File: src/rtl/mem_arbiter_pkg.sv
// rtl/mem_arbiter_pkg.sv - shared LC-3b types used by the memory arbiter
// Line/word typedefs, arbiter FSM state encoding and a small state helper.
package lc3b_types;

  localparam int LC3B_LINE_W = 128;
  localparam int LC3B_ADDR_W = 16;

  typedef logic [LC3B_LINE_W-1:0] lc3b_line;
  typedef logic [LC3B_ADDR_W-1:0] lc3b_word;

  typedef enum logic [1:0] {
    IDLE   = 2'd0,
    I_BUSY = 2'd1,
    D_BUSY = 2'd2,
    DONE   = 2'd3
  } arb_state_t;

  function automatic logic arb_is_busy(input arb_state_t s);
    return (s == I_BUSY) || (s == D_BUSY);
  endfunction

endpackage

File: src/rtl/mem_arbiter_if.sv
// rtl/mem_arbiter_if.sv - I-cache, D-cache and physical-memory port bundle
// master is the arbiter's view; slave is the caches/memory environment.
interface mem_arbiter_if #(
  parameter int LINE_W = 128,
  parameter int ADDR_W = 16
);

  logic              i_read;
  logic [ADDR_W-1:0] i_addr;
  logic [LINE_W-1:0] i_rdata;
  logic              i_resp;

  logic              d_read;
  logic              d_write;
  logic [ADDR_W-1:0] d_addr;
  logic [LINE_W-1:0] d_wdata;
  logic [LINE_W-1:0] d_rdata;
  logic              d_resp;

  logic              pmem_read;
  logic              pmem_write;
  logic [ADDR_W-1:0] pmem_addr;
  logic [LINE_W-1:0] pmem_wdata;
  logic [LINE_W-1:0] pmem_rdata;
  logic              pmem_resp;

  modport master (
    input  i_read, i_addr,
    output i_rdata, i_resp,
    input  d_read, d_write, d_addr, d_wdata,
    output d_rdata, d_resp,
    output pmem_read, pmem_write, pmem_addr, pmem_wdata,
    input  pmem_rdata, pmem_resp
  );

  modport slave (
    output i_read, i_addr,
    input  i_rdata, i_resp,
    output d_read, d_write, d_addr, d_wdata,
    input  d_rdata, d_resp,
    input  pmem_read, pmem_write, pmem_addr, pmem_wdata,
    output pmem_rdata, pmem_resp
  );

endinterface

File: src/rtl/mem_arbiter_control.sv
// rtl/mem_arbiter_control.sv - arbiter FSM, grant selection and strobe flops
// ARB_RR_EN selects round-robin between simultaneous requesters; otherwise D beats I.
module mem_arbiter_control
  import lc3b_types::*;
(
  input  logic       clk,
  input  logic       rst_n,
  input  logic       i_read,
  input  logic       d_read,
  input  logic       d_write,
  input  logic       pmem_resp,
  output arb_state_t state,
  output logic       grant_i,
  output logic       grant_d,
  output logic       capture,
  output logic       pmem_read,
  output logic       pmem_write,
  output logic       i_resp,
  output logic       d_resp
);

  arb_state_t state_q, state_d;
  logic       read_q, read_d;
  logic       write_q, write_d;
  logic       owner_d_q, owner_d_d;
  logic       d_req;
  logic       pick_d;

  assign d_req = d_read | d_write;

`ifdef ARB_RR_EN
  // rr_q=1 means D is preferred on the next contended grant.
  logic rr_q, rr_d;

  always_comb begin
    rr_d = rr_q;
    if (grant_i) begin
      rr_d = 1'b1;
    end else if (grant_d) begin
      rr_d = 1'b0;
    end
  end

  always_ff @(posedge clk or negedge rst_n) begin
    if (!rst_n) begin
      rr_q <= 1'b0;
    end else begin
      rr_q <= rr_d;
    end
  end

  assign pick_d = (d_req && i_read) ? rr_q : d_req;
`else
  assign pick_d = d_req;
`endif

  always_comb begin
    state_d   = state_q;
    read_d    = read_q;
    write_d   = write_q;
    owner_d_d = owner_d_q;
    grant_i   = 1'b0;
    grant_d   = 1'b0;
    capture   = 1'b0;
    i_resp    = 1'b0;
    d_resp    = 1'b0;
    case (state_q)
      IDLE: begin
        if (d_req || i_read) begin
          if (pick_d) begin
            // A simultaneous read+write is a writeback; the read is dropped.
            grant_d   = 1'b1;
            owner_d_d = 1'b1;
            write_d   = d_write;
            read_d    = ~d_write;
            state_d   = D_BUSY;
          end else begin
            grant_i   = 1'b1;
            owner_d_d = 1'b0;
            read_d    = 1'b1;
            write_d   = 1'b0;
            state_d   = I_BUSY;
          end
        end
      end
      I_BUSY, D_BUSY: begin
        if (pmem_resp) begin
          capture = 1'b1;
          read_d  = 1'b0;
          write_d = 1'b0;
          state_d = DONE;
        end
      end
      DONE: begin
        i_resp  = ~owner_d_q;
        d_resp  = owner_d_q;
        state_d = IDLE;
      end
      default: begin
        read_d  = 1'b0;
        write_d = 1'b0;
        state_d = IDLE;
      end
    endcase
  end

  always_ff @(posedge clk or negedge rst_n) begin
    if (!rst_n) begin
      state_q   <= IDLE;
      read_q    <= 1'b0;
      write_q   <= 1'b0;
      owner_d_q <= 1'b0;
    end else begin
      state_q   <= state_d;
      read_q    <= read_d;
      write_q   <= write_d;
      owner_d_q <= owner_d_d;
    end
  end

  assign state      = state_q;
  assign pmem_read  = read_q  & arb_is_busy(state_q);
  assign pmem_write = write_q & arb_is_busy(state_q);

endmodule

File: src/rtl/mem_arbiter.sv
// rtl/mem_arbiter.sv - single-outstanding I/D cache-line arbiter onto pmem
// Optional round-robin grant under ARB_RR_EN; default is fixed D-over-I priority.
module mem_arbiter
  import lc3b_types::*;
#(
  parameter int LINE_W = 128,
  parameter int ADDR_W = 16
) (
  input  logic          clk,
  input  logic          rst_n,
  mem_arbiter_if.master bus
);

  arb_state_t        state;
  logic              grant_i;
  logic              grant_d;
  logic              capture;
  logic              i_resp;
  logic              d_resp;
  logic              pmem_read;
  logic              pmem_write;

  logic [ADDR_W-1:0] addr_q, addr_d;
  logic [LINE_W-1:0] wdata_q, wdata_d;
  logic [LINE_W-1:0] line_q, line_d;

  mem_arbiter_control u_control (
    .clk        (clk),
    .rst_n      (rst_n),
    .i_read     (bus.i_read),
    .d_read     (bus.d_read),
    .d_write    (bus.d_write),
    .pmem_resp  (bus.pmem_resp),
    .state      (state),
    .grant_i    (grant_i),
    .grant_d    (grant_d),
    .capture    (capture),
    .pmem_read  (pmem_read),
    .pmem_write (pmem_write),
    .i_resp     (i_resp),
    .d_resp     (d_resp)
  );

  // Requester inputs are only looked at on the grant cycle; afterwards the
  // memory port runs purely from these registers.
  always_comb begin
    addr_d  = addr_q;
    wdata_d = wdata_q;
    line_d  = line_q;
    if (grant_d) begin
      addr_d  = bus.d_addr;
      wdata_d = bus.d_wdata;
    end else if (grant_i) begin
      addr_d  = bus.i_addr;
    end
    if (capture && arb_is_busy(state)) begin
      line_d = bus.pmem_rdata;
    end
  end

  always_ff @(posedge clk or negedge rst_n) begin
    if (!rst_n) begin
      addr_q  <= '0;
      wdata_q <= '0;
      line_q  <= '0;
    end else begin
      addr_q  <= addr_d;
      wdata_q <= wdata_d;
      line_q  <= line_d;
    end
  end

  assign bus.pmem_read  = pmem_read;
  assign bus.pmem_write = pmem_write;
  assign bus.pmem_addr  = addr_q;
  assign bus.pmem_wdata = wdata_q;
  assign bus.i_rdata    = line_q;
  assign bus.d_rdata    = line_q;
  assign bus.i_resp     = i_resp;
  assign bus.d_resp     = d_resp;

endmodule

File: src/flat_wrapper.sv
// flat-port wrapper written by rule: the top's interface ports become plain ports
module mem_arbiter_flat import lc3b_types::*;
#(
  parameter int LINE_W = 128,
  parameter int ADDR_W = 16
)
  (clk, rst_n, bus_i_read, bus_i_addr, bus_i_rdata, bus_i_resp, bus_d_read, bus_d_write, bus_d_addr, bus_d_wdata, bus_d_rdata, bus_d_resp, bus_pmem_read, bus_pmem_write, bus_pmem_addr, bus_pmem_wdata, bus_pmem_rdata, bus_pmem_resp);
  mem_arbiter_if #(.LINE_W(LINE_W), .ADDR_W(ADDR_W)) bus_i ();
  input  logic clk;
  input  logic rst_n;
  input wire logic [$bits(bus_i.i_read)-1:0] bus_i_read;
  input wire logic [$bits(bus_i.i_addr)-1:0] bus_i_addr;
  output wire logic [$bits(bus_i.i_rdata)-1:0] bus_i_rdata;
  output wire logic [$bits(bus_i.i_resp)-1:0] bus_i_resp;
  input wire logic [$bits(bus_i.d_read)-1:0] bus_d_read;
  input wire logic [$bits(bus_i.d_write)-1:0] bus_d_write;
  input wire logic [$bits(bus_i.d_addr)-1:0] bus_d_addr;
  input wire logic [$bits(bus_i.d_wdata)-1:0] bus_d_wdata;
  output wire logic [$bits(bus_i.d_rdata)-1:0] bus_d_rdata;
  output wire logic [$bits(bus_i.d_resp)-1:0] bus_d_resp;
  output wire logic [$bits(bus_i.pmem_read)-1:0] bus_pmem_read;
  output wire logic [$bits(bus_i.pmem_write)-1:0] bus_pmem_write;
  output wire logic [$bits(bus_i.pmem_addr)-1:0] bus_pmem_addr;
  output wire logic [$bits(bus_i.pmem_wdata)-1:0] bus_pmem_wdata;
  input wire logic [$bits(bus_i.pmem_rdata)-1:0] bus_pmem_rdata;
  input wire logic [$bits(bus_i.pmem_resp)-1:0] bus_pmem_resp;
  assign bus_i.i_read = bus_i_read;
  assign bus_i.i_addr = bus_i_addr;
  assign bus_i_rdata = bus_i.i_rdata;
  assign bus_i_resp = bus_i.i_resp;
  assign bus_i.d_read = bus_d_read;
  assign bus_i.d_write = bus_d_write;
  assign bus_i.d_addr = bus_d_addr;
  assign bus_i.d_wdata = bus_d_wdata;
  assign bus_d_rdata = bus_i.d_rdata;
  assign bus_d_resp = bus_i.d_resp;
  assign bus_pmem_read = bus_i.pmem_read;
  assign bus_pmem_write = bus_i.pmem_write;
  assign bus_pmem_addr = bus_i.pmem_addr;
  assign bus_pmem_wdata = bus_i.pmem_wdata;
  assign bus_i.pmem_rdata = bus_pmem_rdata;
  assign bus_i.pmem_resp = bus_pmem_resp;
  mem_arbiter #(.LINE_W(LINE_W), .ADDR_W(ADDR_W)) u_core (.clk(clk), .rst_n(rst_n), .bus(bus_i));
endmodule
File: config.mk
export PLATFORM = sky130hd
export DESIGN_NAME = mem_arbiter_flat
export DESIGN_NICKNAME = d
export VERILOG_FILES = /design/src/rtl/mem_arbiter_pkg.sv /design/src/rtl/mem_arbiter_if.sv /design/src/rtl/mem_arbiter_control.sv /design/src/rtl/mem_arbiter.sv /design/src/flat_wrapper.sv
export SDC_FILE = /design/constraint.sdc
export NUM_CORES = 1
export LEC_CHECK = 0
export BUFFER_PORTS_ARGS = -buffer_cell sky130_fd_sc_hd__buf_2
export CAP_MARGIN = 20
export CORE_AREA = 3 3 274 276
export DETAILED_ROUTE_END_ITERATION = 10
export DIE_AREA = 0 0 277 279
export GPL_TIMING_DRIVEN = 0
export PLACE_DENSITY = 0.38
export SYNTH_ARGS = -nofsm -noshare
export SYNTH_HDL_FRONTEND = slang
export SYNTH_SLANG_ARGS = --single-unit
File: constraint.sdc
create_clock -name clk -period 1.8 [get_ports clk]
set_clock_uncertainty 0.2 [all_clocks]
set_input_delay 0 -clock clk [delete_from_list [all_inputs] [get_ports clk]]
set_output_delay 0 -clock clk [all_outputs]
set_load 0.02 [all_outputs]
==> impl_metrics.ini, run 1 <==
[sta]
fin_hold_ws_ps = -404
slew_headroom_pct = 49.0
setup_violations = 112
rsz0062_at_grt = yes
setup_slack_ps = -78.8
slew_violations = 0
finalHoldViolCount = 90
maxClockFrequency_ghz = 0.532
finalCritPeriodShare_pct = 104
finalSetupTns_ps = -4860
worst_slew_pin_slew_ps = 765
fin_crit_ps = 1880

[placed_design]
routabilityCongestion = 0.819
place_area_sq_um = 16900
io_buffers = 697
place_ws_ps = -275
hpwl_um = 33500
dp_cells = 2434

[power_and_ir_drop]
p_leak_nw = 11.8
irDropWorstVdd_mv = 1.08
power_switching_mw = 18.1
power.internal_mw = 27.5
switching_share_pct = 39.7
powerDensity_nw_per_um2 = 1970
power_mw = 45.6
seq_power_share_pct = 26.3
power_frac_comb_pct = 57.4
clkPwrFrac_pct = 16.3

[clock_tree]
path_clk_slew_ps = 60
clock-sinks = 277
max-clock-path-buffers = 3
tritoncts = done
cts_buffers = 36
cts_max_level = 2
ctsRootBufferMaster = clkbuf_16
clk-insertion-delay-late_ps = 540

[drt]
routedWlPerCell_um = 16.5
drt_iter0_drc = 181
viasPerCell = 3.62
dr.pass1.iters = 4
via_count = 10600
drc = 0
postRouteAntennaNets = 0
wl_um = 48100

[yosys]
syn-instance-count = 776
seq_area_frac_synth_pct = 57.7
netlist_area_sq_um = 12000
ys_warn_count = 0
ys.flop_type = dfrtp_1
yosys-top-cells-count = dfrtp_1, mux2_2, buf_4
async_flop_share_pct = 100
yosysTopAreaCell = dfrtp_1
synth_top_area_share_pct = 57.7
synth_edf_count = 0
avgSynthCellArea_sq_um = 15.5
syn_nets = 1072
synth.most_common_cell = dfrtp_1
ys_types = 28
ys_seq_elements = 277
synth_area_leaders = dfrtp_1, mux2_2, mux2_4

[outcome]
status = finished with violations
failed_checks = negative hold slack, negative setup slack

[floorplanning]
start_util_pct = 16.5
rows = 99
core_sq_um = 72800
die_w_um = 277
fp.dieArea_sq_um = 77300
die_y_um = 279
io_pins = 698

[global_route]
track_usage_pct = 11.8
antenna_found_initial = 3
grt-ovfl-total = 0
grt_pass1_vias = 11900
grt_pass1_wl_um = 71400
grt_max_degree = 103

[hold_path]
worstHoldPathType = input pin to flip-flop
min_from = bus_pmem_resp
hold_depth = 2
holdPathEnd = u_core.u_control.state[0]

[critical_path]
crit_start = u_core.u_control.state[1]
worstPathArrival_ps = 2090
rrSetupSlack_ps = -80
reg2reg_depth = 6
cp_max_fo = 9
critPathKind = flip-flop to flip-flop
cp-start-kind = flip-flop
cp-end-kind = flip-flop
worst_ep_required_time_ps = 2010
r2r_start = u_core.u_control.state[1]
r2r_end = u_core.bus.d_rdata[124]

[run]
drv_cap = 0

[cells_and_area]
multi_input_area_sq_um = 4240
nets = 2228
seq_area_sq_um = 6930
fin_cells = 2917
drive_above_1_share_pct = 61.8
n_fill_cell = 7347
syn_to_final_growth_pct = 92.3
fin_area_sq_um = 23100
final_util_pct = 31.7
-- cells by family (layout without fill, tap and decap cells) --
kind of cell | after synthesis | after routing | share of synthesized area (%)
simple gates | 32 | 32 | 1.31
buf+inv | 166 | 1346 | 11.1
mux | 258 | 258 | 27.6
fa+ha+maj | 2 | 2 | 0.208
compound gates | 41 | 41 | 2.03
other cells | 0 | 2 | 0
flops | 277 | 277 | 57.7
-- layout make-up --
type	instances	area share [%]
Antenna cell	2	0.0217
Clock buffer	50	4.48
Inverter	2	0.0325
Timing Repair Buffer	1124	34.7
Buffer	158	6.47
Tap cell	959	5.19
Multi-Input combinational cell	333	18.4
Sequential cell	277	30.0
Clock inverter	12	0.742
-- state kept, by name (all words and copies together), names as in the netlist --
signal and flops:
u_core.bus.d_rdata 128, u_core.bus.pmem_addr 16, u_core.bus.pmem_wdata 128, u_core.u_control.owner_d_q 1
u_core.u_control.read_q 1, u_core.u_control.state 2, u_core.u_control.write_q 1
-- worst max-delay path: stages (launching register included) --
cell and delay [ps]:
dfrtp_1 370, inv_2 60, ha_4 330, nand2_8 100, buf_16 190, clkbuf_16 180
mux2_4 300
-- how the worst max path moves through the flow --
stage	endpoint	slack [ps]	cells after the start
detailed placement	u_core.bus.d_rdata[124]	-280	7
global route	u_core.bus.d_rdata[51]	-130	6
CTS	u_core.bus.d_rdata[47]	-150	7
global placement	u_core.bus.pmem_wdata[91]	-5220	1
floorplan	u_core.bus.d_rdata[0]	3	7
finish	u_core.bus.d_rdata[124]	-80	6
-- timing repair --
| action | in CTS | in global routing |
|---|---|---|
| gates resized for setup | 127 | 46 |
| buffers inserted | 11 | 5 |
| cloned | 4 | 8 |
| pin swaps | 1 | 3 |
| endpoints found under the hold margin | 554 | 72 |
| hold buffers | 396 | 1 |
| setup endpoints to repair | 252 | 154 |
-- cells in the final DEF, fill, tap and decap left out, types with 17 or more instances in the layout --
cell           synthesis  routed
buf_2                 17     695
dlygate4sd3_1          0     397
dfrtp_1              277     277
mux2_4               109     226
buf_4                131     141
clkbuf_16              0      45
mux2_2               149      32
buf_12                11      24
a21oi_1               18      18
o22ai_1               17      17
nor2_1                17      17
-- per-layer routing --
layer	track usage, %	vias up	wire length (um)	share of wire (%)
met5	0	-	13	0.027
li1	-	4877	-	-
met3	3.67	107	3490	7.3
met2	21.7	458	25300	53
met4	4.97	2	1930	4.0
met1	12.4	5129	17300	36
-- power groups by stage --
stage	clock, mW	combinational [mW]	sequential [mW]
after detailed placement	0	22.7	11.9
after CTS	7.77	25.4	11.9
after global placement	0	22.6	11.9
after global routing	8.05	27.6	12.4
final	7.43	26.2	12.0
after floorplan	0	11.5	15.3
No activity file was read; power rests on OpenSTA's default activity.
==> run 2, diff against run 1 <==
- SETUP_SLACK_MARGIN: unset -> 0.1
==> impl_metrics.ini, run 2 (synthesis results as in run 1) <==
[outcome]
status = finished with violations
failed_checks = negative hold slack, negative setup slack

[global_route]
grt-ovfl-total = 0
track_usage_pct = 11.7
grt_max_degree = 107
antenna_found_initial = 0
grt_pass1_vias = 11800
grt_pass1_wl_um = 71400

[cells_and_area]
syn_to_final_growth_pct = 92.8
mostFrequentLayoutCell = buf_2
nets = 2240
drive_above_1_share_pct = 63.3
fin_area_sq_um = 23200
final_cell_mix = buf_2, dlygate4sd3_1, dfrtp_1, mux2_4, buf_4
diodes = 0

[sta]
rsz0062_at_grt = yes
setup_slack_ps = -151
fin_crit_ps = 1950
worst_slew_pin_slew_ps = 656
finalHoldViolCount = 67
maxClockFrequency_ghz = 0.513
fin_hold_ws_ps = -152
slew_violations = 0
finalCritPeriodShare_pct = 108
slew_headroom_pct = 56.3
setup_violations = 194

[critical_path]
crit_slowest_cell = dfrtp_1
worst_ep_required_time_ps = 2010
crit_path_frequent_cell = buf_12
cp_cell_sequence = inv_2 > ha_4 > buf_6 > nand2_8 > buf_12 > buf_16 > buf_12 > mux2_2
r2r_start = u_core.u_control.state[1]
rrSetupSlack_ps = -150
critPathKind = flip-flop to flip-flop
cp_max_fo = 10
cp_top_family = buffers and inverters
cp-end-kind = flip-flop
r2r_end = u_core.bus.d_rdata[5]
critPathBufInv = 5
worstPathArrival_ps = 2160
cp-start-kind = flip-flop
slowest_delay_ps = 390
reg2reg_depth = 8

[floorplanning]
core_sq_um = 72800
die_w_um = 277
io_pins = 698
start_util_pct = 16.5
fp.dieArea_sq_um = 77300
rows = 99
die_y_um = 279

[placed_design]
place_ws_ps = -320
place_area_sq_um = 16900
hpwl_um = 33200
io_buffers = 697
routabilityCongestion = 0.744

[power_and_ir_drop]
power_mw = 45.6
irDropWorstVdd_mv = 1.07
powerDensity_nw_per_um2 = 1970
p_leak_nw = 11.6

[clock_tree]
cts_buffers = 36
path_clk_slew_ps = 50
ctsRootBufferMaster = clkbuf_16
max-clock-path-buffers = 3
clock-sinks = 277
cts_max_level = 2
tritoncts = done
clk-insertion-delay-late_ps = 530

[drt]
routedWlPerCell_um = 16.3
postRouteAntennaNets = 0
drc = 0
drt_iter0_drc = 173
wl_um = 47600
viasPerCell = 3.59
via_count = 10500
dr.pass1.iters = 4

[hold_path]
worstHoldPathType = input pin to async pin

[run]
drv_cap = 0
run 2: worst max-delay path by stage:
| stage | start | to | slack, ps | cells past startpoint |
|---|---|---|---|---|
| after global placement | rst_n | u_core.bus.pmem_wdata[2] | -5110 | 1 |
| after global routing | u_core.u_control.state[1] | u_core.bus.d_rdata[124] | -210 | 8 |
| after CTS | u_core.u_control.state[1] | u_core.bus.d_rdata[59] | -150 | 8 |
| after floorplan | u_core.u_control.state[1] | u_core.bus.d_rdata[0] | 3 | 7 |
| final | u_core.u_control.state[1] | u_core.bus.d_rdata[5] | -150 | 8 |
| after detailed placement | u_core.u_control.state[1] | u_core.bus.d_rdata[29] | -320 | 7 |
run 2: cell type report:
type                    instances  area, sq um
repair buffers               1133         8230
multi-input cells             333         4090
inverters                       2         7.51
clock inverters                12          146
flip-flops and latches        277         6930
fillers                      7372        49700
clock buffers                  48          997
well taps                     959         1200
plain buffers                 161         1550
run 2: routing by layer:
layer	global-route usage [%]	wire, um
met1	12.4	17200
met3	2.83	2860
met5	0	0
met2	22.8	26400
met4	3.61	1180
run 2: metrics by stage:
stage	utilization, %	TNS (ps)	instances
2_1_floorplan	-	0	776
3_3_place_gp	23.1	-1438240	2432
3_5_place_dp	23.2	-38720	2434
4_1_cts	31.3	-18970	2906
5_1_grt	31.8	-26000	2925
6_report	31.8	-14630	2925
run 2: timing repair:
action	CTS	global route
endpoints found under the hold margin	554	75
hold buffers	380	4
endpoints found under the setup margin	272	277
setup buffers	20	15
gates resized for setup	117	49
gates cloned	12	7
pin swaps	0	3
run 2: power breakdown:
group	internal, mW	switching, mW	leakage [nW]	total, mW
clock network	4.31	2.78	0.566	7.09
logic	13.6	12.8	7.83	26.4
registers	9.51	2.55	3.24	12.1
